**config.mk**
```make
export PLATFORM = sky130hd
export DESIGN_NAME = disp_bcd_ctrl
export DESIGN_NICKNAME = d
export VERILOG_FILES = /design/src/rtl/disp_pkg.sv /design/src/rtl/bcd_add3_stage.sv /design/src/rtl/disp_bcd_ctrl.sv
export SDC_FILE = /design/constraint.sdc
export NUM_CORES = 1
export LEC_CHECK = 0
export ABC_AREA = 1
export CAP_MARGIN = 25
export CELL_PAD_IN_SITES_DETAIL_PLACEMENT = 1
export CELL_PAD_IN_SITES_GLOBAL_PLACEMENT = 2
export CORE_ASPECT_RATIO = 0.7
export CORE_MARGIN = 10
export CORE_UTILIZATION = 34
export DETAILED_ROUTE_END_ITERATION = 7
export GPL_TIMING_DRIVEN = 1
export PLACE_DENSITY_LB_ADDON = 0.12
export SLEW_MARGIN = 20
export SYNTH_ARGS = -nofsm -noshare
export SYNTH_HDL_FRONTEND = slang
export SYNTH_HIERARCHICAL = 1
export SYNTH_SLANG_ARGS = --single-unit
export TNS_END_PERCENT = 20
```
**constraint.sdc**
```tcl
create_clock -name clock -period 3.05 [get_ports clock]
set_input_delay 0.4575 -clock clock [delete_from_list [all_inputs] [get_ports clock]]
set_output_delay 0.4575 -clock clock [all_outputs]
set_load 0.02 [all_outputs]
```
**src/rtl/disp_pkg.sv**
```systemverilog
// Shared constants and types for the BCD display sequencer.
package disp_pkg;

  localparam int          NDIG       = 7;
  localparam int          DATA_W     = 24;
  localparam logic [23:0] MAX_VAL    = 24'd9999999;
  localparam logic [3:0]  BLANK_CODE = 4'hF;

  typedef logic [3:0] digit_t;

  typedef enum logic [1:0] {
    IDLE = 2'd0,
    CONV = 2'd1,
    LOAD = 2'd2
  } state_e;

endpackage

```
**src/rtl/bcd_add3_stage.sv**
```systemverilog
// Double-dabble adjust: every BCD nibble >= 5 gets +3 before the next shift.
module bcd_add3_stage
  import disp_pkg::*;
#(
  parameter int NDIG = 7
) (
  input  logic [4*NDIG-1:0] bcd_i,
  output logic [4*NDIG-1:0] bcd_o
);

  digit_t nib;

  always_comb begin
    bcd_o = bcd_i;
    nib   = '0;
    for (int i = 0; i < NDIG; i++) begin
      nib = bcd_i[4*i +: 4];
      if (nib >= 4'd5) begin
        bcd_o[4*i +: 4] = nib + 4'd3;
      end
    end
  end

endmodule

```
**src/rtl/disp_bcd_ctrl.sv**
```systemverilog
// Binary-to-BCD sequencer feeding the 7-digit seven-segment decoder bank,
// with leading-zero blanking, overflow blanking and periodic auto-refresh.
module disp_bcd_ctrl
  import disp_pkg::*;
#(
  parameter int                DATA_W      = disp_pkg::DATA_W,
  parameter int                NDIG        = disp_pkg::NDIG,
  parameter logic [DATA_W-1:0] MAX_VAL     = disp_pkg::MAX_VAL,
  parameter logic [3:0]        BLANK_CODE  = disp_pkg::BLANK_CODE,
  parameter int                REFRESH_DIV = 50000
) (
  input  logic              clock,
  input  logic              reset_n,
  input  logic              start,
  input  logic [DATA_W-1:0] value,
  input  logic              lzb,
  input  logic              auto_en,
  output logic              busy,
  output logic              done,
  output logic              ovf,
  output logic              upd,
  output logic [3:0]        dig0,
  output logic [3:0]        dig1,
  output logic [3:0]        dig2,
  output logic [3:0]        dig3,
  output logic [3:0]        dig4,
  output logic [3:0]        dig5,
  output logic [3:0]        dig6
);

  localparam int               CNT_W    = $clog2(REFRESH_DIV);
  localparam logic [CNT_W-1:0] CNT_LAST = CNT_W'(REFRESH_DIV - 1);
  localparam int               BCD_W    = 4 * NDIG;

  state_e             state_q, state_d;
  logic [4:0]         iter_q, iter_d;
  logic               lzb_q, lzb_d;
  logic               ovfn_q, ovfn_d;
  logic               ovf_q;
  logic               upd_q;
  logic [CNT_W-1:0]   refcnt_q;
  logic [DATA_W-1:0]  bin_q, bin_d;
  logic [BCD_W-1:0]   bcd_q, bcd_d, bcd_adj;
  digit_t             dig_q   [NDIG];
  digit_t             dig_new [NDIG];
  digit_t             nib;
  logic               lead;
  logic               refresh_tick;
  logic               trigger;

  assign refresh_tick = auto_en && (refcnt_q == CNT_LAST);
  assign trigger      = start | refresh_tick;

  // Free-running refresh period; held at zero while auto-refresh is off.
  always_ff @(posedge clock or negedge reset_n) begin
    if (!reset_n) begin
      refcnt_q <= '0;
    end else if (!auto_en || refcnt_q == CNT_LAST) begin
      refcnt_q <= '0;
    end else begin
      refcnt_q <= refcnt_q + 1'b1;
    end
  end

  bcd_add3_stage #(.NDIG(NDIG)) u_add3 (
    .bcd_i (bcd_q),
    .bcd_o (bcd_adj)
  );

  always_comb begin
    state_d = state_q;
    iter_d  = iter_q;
    lzb_d   = lzb_q;
    ovfn_d  = ovfn_q;
    bin_d   = bin_q;
    bcd_d   = bcd_q;
    case (state_q)
      IDLE: begin
        if (trigger) begin
          bin_d   = value;
          lzb_d   = lzb;
          bcd_d   = '0;
          iter_d  = '0;
          ovfn_d  = (value > MAX_VAL);
          state_d = CONV;
        end
      end
      CONV: begin
        {bcd_d, bin_d} = {bcd_adj[BCD_W-2:0], bin_q, 1'b0};
        iter_d         = iter_q + 5'd1;
        if (iter_q == 5'(DATA_W - 1)) begin
          state_d = LOAD;
        end
      end
      LOAD:    state_d = IDLE;
      default: state_d = IDLE;
    endcase
  end

  // Scan from the top digit down; blanking stops at the first nonzero digit,
  // and dig0 always shows so that zero reads as "0".
  always_comb begin
    lead = lzb_q;
    nib  = '0;
    for (int i = NDIG - 1; i >= 0; i--) begin
      nib        = bcd_q[4*i +: 4];
      dig_new[i] = nib;
      if (ovfn_q) begin
        dig_new[i] = BLANK_CODE;
      end else if (lead && (i != 0) && (nib == 4'd0)) begin
        dig_new[i] = BLANK_CODE;
      end else begin
        lead = 1'b0;
      end
    end
  end

  always_ff @(posedge clock or negedge reset_n) begin
    if (!reset_n) begin
      state_q <= IDLE;
      iter_q  <= '0;
      lzb_q   <= 1'b0;
      ovfn_q  <= 1'b0;
      ovf_q   <= 1'b0;
      upd_q   <= 1'b0;
      for (int i = 0; i < NDIG; i++) begin
        dig_q[i] <= BLANK_CODE;
      end
    end else begin
      state_q <= state_d;
      iter_q  <= iter_d;
      lzb_q   <= lzb_d;
      ovfn_q  <= ovfn_d;
      upd_q   <= (state_q == LOAD);
      if (state_q == LOAD) begin
        ovf_q <= ovfn_q;
        for (int i = 0; i < NDIG; i++) begin
          dig_q[i] <= dig_new[i];
        end
      end
    end
  end

  // Conversion datapath carries no reset; it is always initialised on accept.
  always_ff @(posedge clock) begin
    bin_q <= bin_d;
    bcd_q <= bcd_d;
  end

  assign busy = (state_q != IDLE);
  assign done = upd_q;
  assign upd  = upd_q;
  assign ovf  = ovf_q;
  assign dig0 = dig_q[0];
  assign dig1 = dig_q[1];
  assign dig2 = dig_q[2];
  assign dig3 = dig_q[3];
  assign dig4 = dig_q[4];
  assign dig5 = dig_q[5];
  assign dig6 = dig_q[6];

endmodule

```
==> results.md <==
* Min cycle time layout at roughly 2.2 ns
* Ratio of final minimum period to clock period at 0.721
* Sequential power share at 0.425
* Fin. Hold Viols at 0
* Row cnt at 39
* RePlAce Congestion at roughly 0.8
* Layout Cells excl Fill at 955
* N_diodes at 0
* Largest net degree at the start of global routing at 35
* Critical path data arrival time at roughly 2.2 ns
* Synthesized instance count at 663
* PD cells at between 900 and 1000 mW/mm^2
* Synthesis-to-layout area growth at 21.2%
* Nets at 770
* Routed Antenna Nets at 0
* CP endpoint kind: flip-flop
* Hold Slack at about 0.065 ns
* Max Clk Rate at 0.455 GHz
* Final Max Slew Viols at 0
* Syn. warnings at 6
* Switch share at 0.384
* Max Cap Viol at 0
* Status: completed
* Routed vias/inst at between 4 and 5
* Vias in the first global route at 4559
* CTS sink cnt at roughly 110
* Register area at slightly below 0.003 sq mm
* DRC violations left at 0
* Post-CTS sizing at 0
* Setup violations, final at 0
* Die Span X at approximately 170 microns
* Sw power at 2.48 mW
* Skew-Pair Late Insertion Delay at about 0.36 ns
* Startpoint types: flip-flop
* Total negative slack at 0 ns
* Static leakage power at 3.05 nW
* Total Wirelength at around 14 mm
* Min-Delay Path Class: input port to asynchronous set/reset pin
* Post-Syn Area per Cell at roughly 8.4 sq um
* Crit path max fanout at 28
* Ports at ~60
* Setup CP Type: flip-flop to flip-flop
* Clock transition at path regs at about 0.07 ns
* Setup Skew at 0.00871 ns
* CTS Hold Bufs at 0
* Post-DP HPWL at 10.2 mm
* Placed cells at approximately 940
* Core ar. at 0.0162 sq mm
* Layout cell share with drive strength beyond 1 at 0.126
* Gate power share at 0.379
* Antenna violations before repair at 0
* Area of the multi-input gates at between 0.002 and 0.0025 sq mm
* Setup WS post-layout at roughly 0.85 ns
* Synthesized Nets at just over 700
* Slew HR at 0.658
* DRT Pass-1 Iters at 4
* Die Y at approximately 130 microns
* DR WL/cell at about 15 microns
* Deepest clock path buffer count at 2
* Worst slack, placed at between 0.8 and 0.9 ns
* Total grt overflow at 0
* Vias post-DR at 4444
* CTS tree: done
* Fillers at about 2000
* H-Tree Depth at 3
* Root Buffer: clkbuf_16
* Cts bufs inserted at 9
* Worst endpoint required time at approximately 3 ns
* Clock network fraction of total power at 0.196
* Syn Std Cell Area at around 0.0056 sq mm
* First-pass GRT wire length at 23.2 mm
* Worst slew pin tran at roughly 0.51 ns
* Gr usage total at 0.129
* PortBufs at 60
* RSZ-0062 raised after global routing: no
* 1st-iter DRT viols at ~240
* Internal power at about 4.0 mW
* Total Power at 6.45 mW
* Post-CTS repair timing setup buffer count at 0
* Max VDD drop at roughly 0.33 mV
* Die footprint at between 0.02 and 0.025 sq mm
* Initial core utilization at 0.345
-- layer usage --
layer  global-route usage  up-vias  wire [microns]
li1                     -     2233               -
met1                0.173     2157            7150
met2                0.196       45            6260
met3               0.0412        9             532
met4               0.0319        0             121
met5                    0        -               0
-- power groups by stage --
stage / sequential (mW) / combinational, mW / clock, mW
after global routing: 2.84 / 2.83 / 1.36
final: 2.74 / 2.45 / 1.26
after CTS: 2.76 / 2.50 / 1.30
after floorplan: 2.79 / 1.64 / 0
after global placement: 2.76 / 2.40 / 0
after detailed placement: 2.78 / 2.49 / 0
-- stage by stage --
step / area, sq um / utilization
2_1_floorplan: 5580 / -
3_3_place_gp: 6440 / 0.397
3_5_place_dp: 6460 / 0.399
4_1_cts: 6770 / 0.418
5_1_grt: 6770 / 0.418
6_report: 6770 / 0.418
-- path summary, 6_finish.rpt --
path,start,end,slack [ns],cells after the start
worst max-delay path,refcnt_q[0],bcd_q[23],0.85,10
worst min-delay path,reset_n,lzb_q,0.06,1
worst max register to register,refcnt_q[0],bcd_q[23],0.85,10
worst min register to register,refcnt_q[0],refcnt_q[0],0.47,1
max in group asynchronous,reset_n,dig1[1],2.35,2
min in group clock,refcnt_q[0],refcnt_q[0],0.47,1
-- sequential cells by signal, indices dropped and copies added, names as in the netlist, 4 cells and up --
name	flops
bin_q	24
dig6	4
dig1	4
bcd_q	28
iter_q	5
dig2	4
dig4	4
dig0	4
dig3	4
dig5	4
refcnt_q	16
-- worst max-delay path, stage by stage, from the launching register on --
cell and delay [ns]:
dfrtp_1 0.38, ha_1 0.22, nand2_1 0.08, inv_2 0.08
nand2_2 0.08, nor2_1 0.19, nand3_1 0.09, nand2_1 0.10
nand2_2 0.14, nand2_2 0.10, buf_4 0.37
-- layout by cell type, fill, tap and decap left out, types with 2 or more instances in the layout --
cell type        instances
a21oi_1                 35
a21oi_2                  3
a31oi_1                  5
buf_4                    5
bufinv_16                2
clkbuf_1                 2
clkbuf_16                9
clkdlybuf4s50_1         59
clkinv_2                 2
dfrtp_1                 27
dfstp_2                 28
edfxtp_1                52
ha_1                    16
inv_1                   87
inv_2                   12
nand2_1                148
nand2_2                  7
nand3_1                 31
nand4_1                  6
nor2_1                 118
nor2_2                   3
nor2_4                   5
nor3_1                  10
nor3_2                   2
nor3b_1                  2
o21ai_0                 27
o21ai_2                  7
o22a_1                   4
xor2_1                   6
-- area by class of cell --
| class | count | share of cell area |
|---|---|---|
| clock buffer | 11 | 0.0344 |
| timing repair buffer | 66 | 0.0965 |
| inverter | 99 | 0.0549 |
| multi-input combinational | 442 | 0.322 |
| sequential | 107 | 0.439 |
| clock inverter | 5 | 0.0113 |
| tap | 225 | 0.0416 |
Note: power is estimated with default switching activity, not from simulation.
